File: src/rtl/stream_demux_1_n_if.sv
// Stream demux bundle: one producer-side valid/ready stream and N consumer lanes.
//   mode      : 0 = addressed (in_sel picks the lane), 1 = round-robin
//   in_data   : producer payload
//   in_sel    : destination lane in addressed mode
//   in_valid  : producer has a word
//   in_ready  : demux accepts the word this cycle
//   out_data  : lane k payload at [k*DATA_W +: DATA_W]
//   out_valid : lane k holds a word
//   out_ready : consumer k takes its word
//   rr_ptr    : next round-robin lane
//   err_cnt   : saturating count of dropped out-of-range words
// master = producer/consumer side, slave = the demux itself.
interface stream_demux_1_n_if #(
  parameter int unsigned N_OUT  = 8,
  parameter int unsigned DATA_W = 8,
  parameter int unsigned SEL_W  = $clog2(N_OUT),
  parameter int unsigned ERR_W  = 8
);
  logic                      mode;
  logic [DATA_W-1:0]         in_data;
  logic [SEL_W-1:0]          in_sel;
  logic                      in_valid;
  logic                      in_ready;
  logic [N_OUT*DATA_W-1:0]   out_data;
  logic [N_OUT-1:0]          out_valid;
  logic [N_OUT-1:0]          out_ready;
  logic [SEL_W-1:0]          rr_ptr;
  logic [ERR_W-1:0]          err_cnt;

  modport master (
    output mode, in_data, in_sel, in_valid, out_ready,
    input  in_ready, out_data, out_valid, rr_ptr, err_cnt
  );

  modport slave (
    input  mode, in_data, in_sel, in_valid, out_ready,
    output in_ready, out_data, out_valid, rr_ptr, err_cnt
  );
endinterface

File: src/rtl/stream_demux_1_n.sv
// Registered 1:N stream demultiplexer with one holding register per output lane.
// A stalled lane only blocks words aimed at it; other lanes keep flowing.
// Ports:
//   clk : rising-edge clock
//   rst : asynchronous active-high reset
//   bus : stream_demux_1_n_if.slave (input stream, N output lanes, rr_ptr, err_cnt)
// Target is in_sel (addressed) or rr_ptr (round-robin). Out-of-range targets are
// always accepted and dropped, bumping the saturating err_cnt. Lane latency is
// one cycle; there is no combinational path from in_data to out_data.
module stream_demux_1_n #(
  parameter int unsigned N_OUT  = 8,
  parameter int unsigned DATA_W = 8,
  parameter int unsigned SEL_W  = $clog2(N_OUT),
  parameter int unsigned ERR_W  = 8
) (
  input logic               clk,
  input logic               rst,
  stream_demux_1_n_if.slave bus
);

  localparam int unsigned NSel = 2 ** SEL_W;

  logic [N_OUT*DATA_W-1:0] data_q;
  logic [N_OUT-1:0]        valid_q;
  logic [SEL_W-1:0]        rr_ptr_q;
  logic [ERR_W-1:0]        err_q;

  logic [SEL_W-1:0] tgt;
  logic             tgt_ok;
  logic             ready;
  logic             acc;
  logic [N_OUT-1:0] load;
  // Lane state padded to the full select range so tgt can index it safely.
  logic [NSel-1:0]  valid_ext;
  logic [NSel-1:0]  oready_ext;

  always_comb begin
    valid_ext                = '0;
    oready_ext               = '0;
    valid_ext[N_OUT-1:0]     = valid_q;
    oready_ext[N_OUT-1:0]    = bus.out_ready;
  end

  assign tgt    = bus.mode ? rr_ptr_q : bus.in_sel;
  assign tgt_ok = (32'(tgt) < N_OUT);
  // Pass-through drain: a full lane being emptied this cycle can take a new word.
  assign ready  = !tgt_ok || !valid_ext[tgt] || oready_ext[tgt];
  assign acc    = bus.in_valid && ready;

  always_comb begin
    load = '0;
    for (int k = 0; k < N_OUT; k++) begin
      load[k] = acc && (tgt == SEL_W'(k));
    end
  end

  always_ff @(posedge clk or posedge rst) begin
    if (rst) begin
      data_q  <= '0;
      valid_q <= '0;
    end else begin
      for (int k = 0; k < N_OUT; k++) begin
        // Load takes priority over a simultaneous drain.
        if (load[k]) begin
          data_q[k*DATA_W +: DATA_W] <= bus.in_data;
          valid_q[k]                 <= 1'b1;
        end else if (valid_q[k] && bus.out_ready[k]) begin
          valid_q[k] <= 1'b0;
        end
      end
    end
  end

  always_ff @(posedge clk or posedge rst) begin
    if (rst) begin
      rr_ptr_q <= '0;
    end else if (acc && bus.mode) begin
      rr_ptr_q <= (rr_ptr_q == SEL_W'(N_OUT - 1)) ? '0 : rr_ptr_q + 1'b1;
    end
  end

  always_ff @(posedge clk or posedge rst) begin
    if (rst) begin
      err_q <= '0;
    end else if (acc && !tgt_ok && (err_q != {ERR_W{1'b1}})) begin
      err_q <= err_q + 1'b1;
    end
  end

  assign bus.in_ready  = ready;
  assign bus.out_data  = data_q;
  assign bus.out_valid = valid_q;
  assign bus.rr_ptr    = rr_ptr_q;
  assign bus.err_cnt   = err_q;

endmodule
File: src/flat_wrapper.sv
// flat-port wrapper written by rule: the top's interface ports become plain ports
module stream_demux_1_n_flat 
#(
  parameter int unsigned N_OUT  = 8,
  parameter int unsigned DATA_W = 8,
  parameter int unsigned SEL_W  = $clog2(N_OUT),
  parameter int unsigned ERR_W  = 8
)
  (clk, rst, bus_mode, bus_in_data, bus_in_sel, bus_in_valid, bus_out_ready, bus_in_ready, bus_out_data, bus_out_valid, bus_rr_ptr, bus_err_cnt);
  stream_demux_1_n_if #(.N_OUT(N_OUT), .DATA_W(DATA_W), .SEL_W(SEL_W), .ERR_W(ERR_W)) bus_i ();
  input logic clk;
  input logic rst;
  input wire logic [$bits(bus_i.mode)-1:0] bus_mode;
  input wire logic [$bits(bus_i.in_data)-1:0] bus_in_data;
  input wire logic [$bits(bus_i.in_sel)-1:0] bus_in_sel;
  input wire logic [$bits(bus_i.in_valid)-1:0] bus_in_valid;
  input wire logic [$bits(bus_i.out_ready)-1:0] bus_out_ready;
  output wire logic [$bits(bus_i.in_ready)-1:0] bus_in_ready;
  output wire logic [$bits(bus_i.out_data)-1:0] bus_out_data;
  output wire logic [$bits(bus_i.out_valid)-1:0] bus_out_valid;
  output wire logic [$bits(bus_i.rr_ptr)-1:0] bus_rr_ptr;
  output wire logic [$bits(bus_i.err_cnt)-1:0] bus_err_cnt;
  assign bus_i.mode = bus_mode;
  assign bus_i.in_data = bus_in_data;
  assign bus_i.in_sel = bus_in_sel;
  assign bus_i.in_valid = bus_in_valid;
  assign bus_i.out_ready = bus_out_ready;
  assign bus_in_ready = bus_i.in_ready;
  assign bus_out_data = bus_i.out_data;
  assign bus_out_valid = bus_i.out_valid;
  assign bus_rr_ptr = bus_i.rr_ptr;
  assign bus_err_cnt = bus_i.err_cnt;
  stream_demux_1_n #(.N_OUT(N_OUT), .DATA_W(DATA_W), .SEL_W(SEL_W), .ERR_W(ERR_W)) u_core (.clk(clk), .rst(rst), .bus(bus_i));
endmodule
File: config.mk
export PLATFORM = sky130hd
export DESIGN_NAME = stream_demux_1_n_flat
export DESIGN_NICKNAME = d
export VERILOG_FILES = /design/src/rtl/stream_demux_1_n_if.sv /design/src/rtl/stream_demux_1_n.sv /design/src/flat_wrapper.sv
export SDC_FILE = /design/constraint.sdc
export NUM_CORES = 1
export LEC_CHECK = 0
export ABC_AREA = 1
export BUFFER_PORTS_ARGS = -buffer_cell sky130_fd_sc_hd__clkbuf_2
export CAP_MARGIN = 20
export CORE_ASPECT_RATIO = 0.9
export CORE_MARGIN = 4
export CORE_UTILIZATION = 52
export CTS_CLUSTER_SIZE = 40
export DETAILED_ROUTE_END_ITERATION = 6
export PLACE_DENSITY = 0.9
export SETUP_SLACK_MARGIN = 0.4
export SLEW_MARGIN = 20
export SYNTH_ARGS = -nofsm -noshare
export SYNTH_HDL_FRONTEND = slang
export SYNTH_SLANG_ARGS = --single-unit
export TNS_END_PERCENT = 50
File: constraint.sdc
create_clock -name clk -period 5.9 [get_ports clk]
set_input_delay 0.295 -clock clk [delete_from_list [all_inputs] [get_ports clk]]
set_output_delay 0.295 -clock clk [all_outputs]
set_load 0.005 [all_outputs]
==> impl_results.md <==
* Final core utilization at 0.649
* TritonCTS Buffers at 9
* Post-CTS Setup Inserts at 0
* Max clock buf depth at 2
* Mapped Area at 0.00342 mm2
* Routed len/inst at 15.6 um
* Switching Fraction at 0.368
* Synth async-reset ratio at 1.00
* Worst skew pair latency at 350 ps
* Met2 wire len at 4290 um
* YS warnings at 0
* Vias per cell at 5.31
* Critical-path maximum fanout at 35
* CTS Hold Bufs at 0
* Initial antenna violation count at 0
* H-tree levels at 3
* Crit Reg-Reg Startpoint: u_core.bus.rr_ptr[0]
* Final count of hold timing violations at 0
* Register area share after synthesis at 0.549
* N_diodes at 0
* Internal Power at 1.21 mW
* Die span in y at 84.9 um
* Peak VDD IR at 0.251 mV
* Nets@finish at 525
* Starting Density at 0.547
* Comb power frac at 0.340
* Core Area at 0.00625 mm2
* Largest family of logic cells by synthesized area: simple AND/OR/NAND/NOR gates
* LEAKAGE at 2.35 nW
* Fin crit share at 0.454
* Synth top area share at 0.549
* Synth Area in Compound Gates at 0.00878
* Top Layer Used: met4
* DR pass1 iterations at 5
* CP required at 6190 ps
* Sequential power share at 0.470
* Synth Area per Inst at 8.36 um2
* Slew at the pin closest to its max-slew limit at 924 ps
* Slew margin rel. at 0.384
* Num rows at 27
* Gate Count Post-Synth at 409
* Largest cells by area after synthesis: dfrtp_1 (55%), nand2_1 (19%), nand3_1 (11%)
* Cell taking the most area after synthesis: dfrtp_1
* First-pass GRT wire length at 14800 um
* Hold depth at 2
* Total number of vias at 3141
* Mux share of post-synthesis cell area at 0
* Area growth from synthesis to layout at 18.6%
* Number of remaining DRC errors at 0
* Port bufs at 98
* Register bit total from synthesis at 75
* Post-synthesis adder-cell area fraction at 0.00732
* Synth top cells by count: nand2_1 (169), nand3_1 (77), dfrtp_1 (75)
* Top-count cell post-synth: nand2_1
* CTS tree: done
* Grt ovf at 0
* Clk pwr share at 0.190
* GP Congestion at 0.912
* Critical path origin: u_core.bus.rr_ptr[0]
* Post-synth top flop: dfrtp_1
* IO Count at 107
* Distinct cells, synth at 20
* Crit path kind: reg2reg
* ANT nets after route at 0
* Post-Route WL at 9210 um
* Initial DRC count at 303
* All-Layer GR Usage at 0.241
* Max_cap viols at 0
* CTS sink cnt at 75
* P per Cell Area at 473 mW/mm2
* HPWL after DPL at 6590 um
* Register-to-Register Path Depth at 12
* Setup violators final at 0
* Slew Viols, Final at 0
* Post-synth EDFFs at 0
* Reg2reg end: u_core.bus.out_data[0]
* Setup crit end kind: register
* Largest net degree at the start of global routing at 76
* Reg2reg setup slack at 3220 ps
* Final worst path period need at 2680 ps
* Crit path DAT at 2970 ps
* Achievable Freq at 373 MHz
* Xor and xnor area share after synthesis at 0
* Met1 Wirelength at 3860 um
* Root buffer cell: clkbuf_8
* Fin Setup TNS at 0 ps
* Hold Path Sink: u_core.bus.out_valid[6]
* PostCTS Resize Cnt at 0
* Vias in the first global route at 2950
* RSZ-0062 raised after global routing: no
* Hold Crit Start: bus_out_ready[6]
* Share of layout cells above drive strength 1 at 0.260
* Worst hold path type: in2reg
* Die width at 93.5 um
* Simple-Gate Fraction of Synth Area at 0.357
* Met3 WL at 826 um
* Die area at 0.00794 mm2
* Worst Setup Start Kind: register
* Worst Skew at 7.83 ps
* CTS clk-pin slew, worst paths at 70 ps
* Status: finished, final reports clean
* Net Sw Power at 706 uW
[stage by stage]
stage / std cells / area, um2 / hold WS [ps] / power (mW) / worst slack (ps)
floorplan: 416 / 3440 / 391 / 1.22 / 3700
global placement: 576 / 3870 / 466 / 1.52 / 3360
detailed placement: 576 / 3870 / 466 / 1.56 / 3220
CTS: 591 / 4050 / 126 / 1.93 / 3260
global route: 591 / 4050 / 126 / 2.06 / 2940
finish: 591 / 4050 / 138 / 1.92 / 3220
[sequential cells by signal, indices dropped and copies added, names as in the netlist]
signal,count
u_core.bus.out_data,64
u_core.bus.out_valid,8
u_core.bus.rr_ptr,3
[placed cells by master (no fill, tap or decap), drive strengths merged]
cell and instances:
nand2 176, clkbuf 111, nand3 78, dfrtp 75, inv 20, nor2 15, nand4 9, conb 8
o21ai 6, ha 2, clkinv 2, buf 2
[worst max-delay path by stage]
stage                                    to  slack (ps)  cells after the start
floorplan            u_core.bus.out_data[0]        3700                      1
global placement    u_core.bus.out_data[35]        3360                     12
detailed placement  u_core.bus.out_data[34]        3220                     12
CTS                  u_core.bus.out_data[0]        3260                     12
global route        u_core.bus.out_data[33]        2940                     12
finish               u_core.bus.out_data[0]        3220                     12
[critical path, cell delays in order (launching register included)]
cell and delay, ps:
dfrtp_1 450, inv_1 70, nand2_1 80, nand2_1 150
nand3_1 90, nand2_1 80, nor2_1 50, nand3_1 290
nand2_2 130, nor2_4 540, buf_4 440, nand3_1 140
nand2_1 90
[cell families (layout without fill, tap and decap cells)]
| group | Yosys count | after routing |
|---|---|---|
| adder cells (fa/ha/maj) | 2 | 2 |
| AO/OA/AOI/OAI | 6 | 6 |
| other | 1 | 8 |
| flip-flops | 75 | 75 |
| buffers and inverters | 47 | 135 |
| AND/OR/NAND/NOR | 278 | 278 |
[final cells by class]
cell class	instances	area, um2
clock buffer	13	169
multi-input combinational	294	1310
tap	87	109
inverter	20	77.6
sequential	75	1880
fill	553	2200
timing repair buffer	100	505
clock inverter	2	10.0
[power groups by stage]
stage	logic, mW	registers, mW	clock network [mW]
3_3_place_gp	0.630	0.895	0
4_1_cts	0.662	0.896	0.371
3_5_place_dp	0.660	0.899	0
6_report	0.652	0.901	0.364
5_1_grt	0.736	0.923	0.396
2_1_floorplan	0.330	0.892	0
[metal layers]
metal | vias up | GRT usage
met5 | - | 0
met4 | 0 | 0.0905
met3 | 28 | 0.0629
met2 | 172 | 0.382
met1 | 1468 | 0.319
li1 | 1473 | -
(Power assumes the default switching activity.)
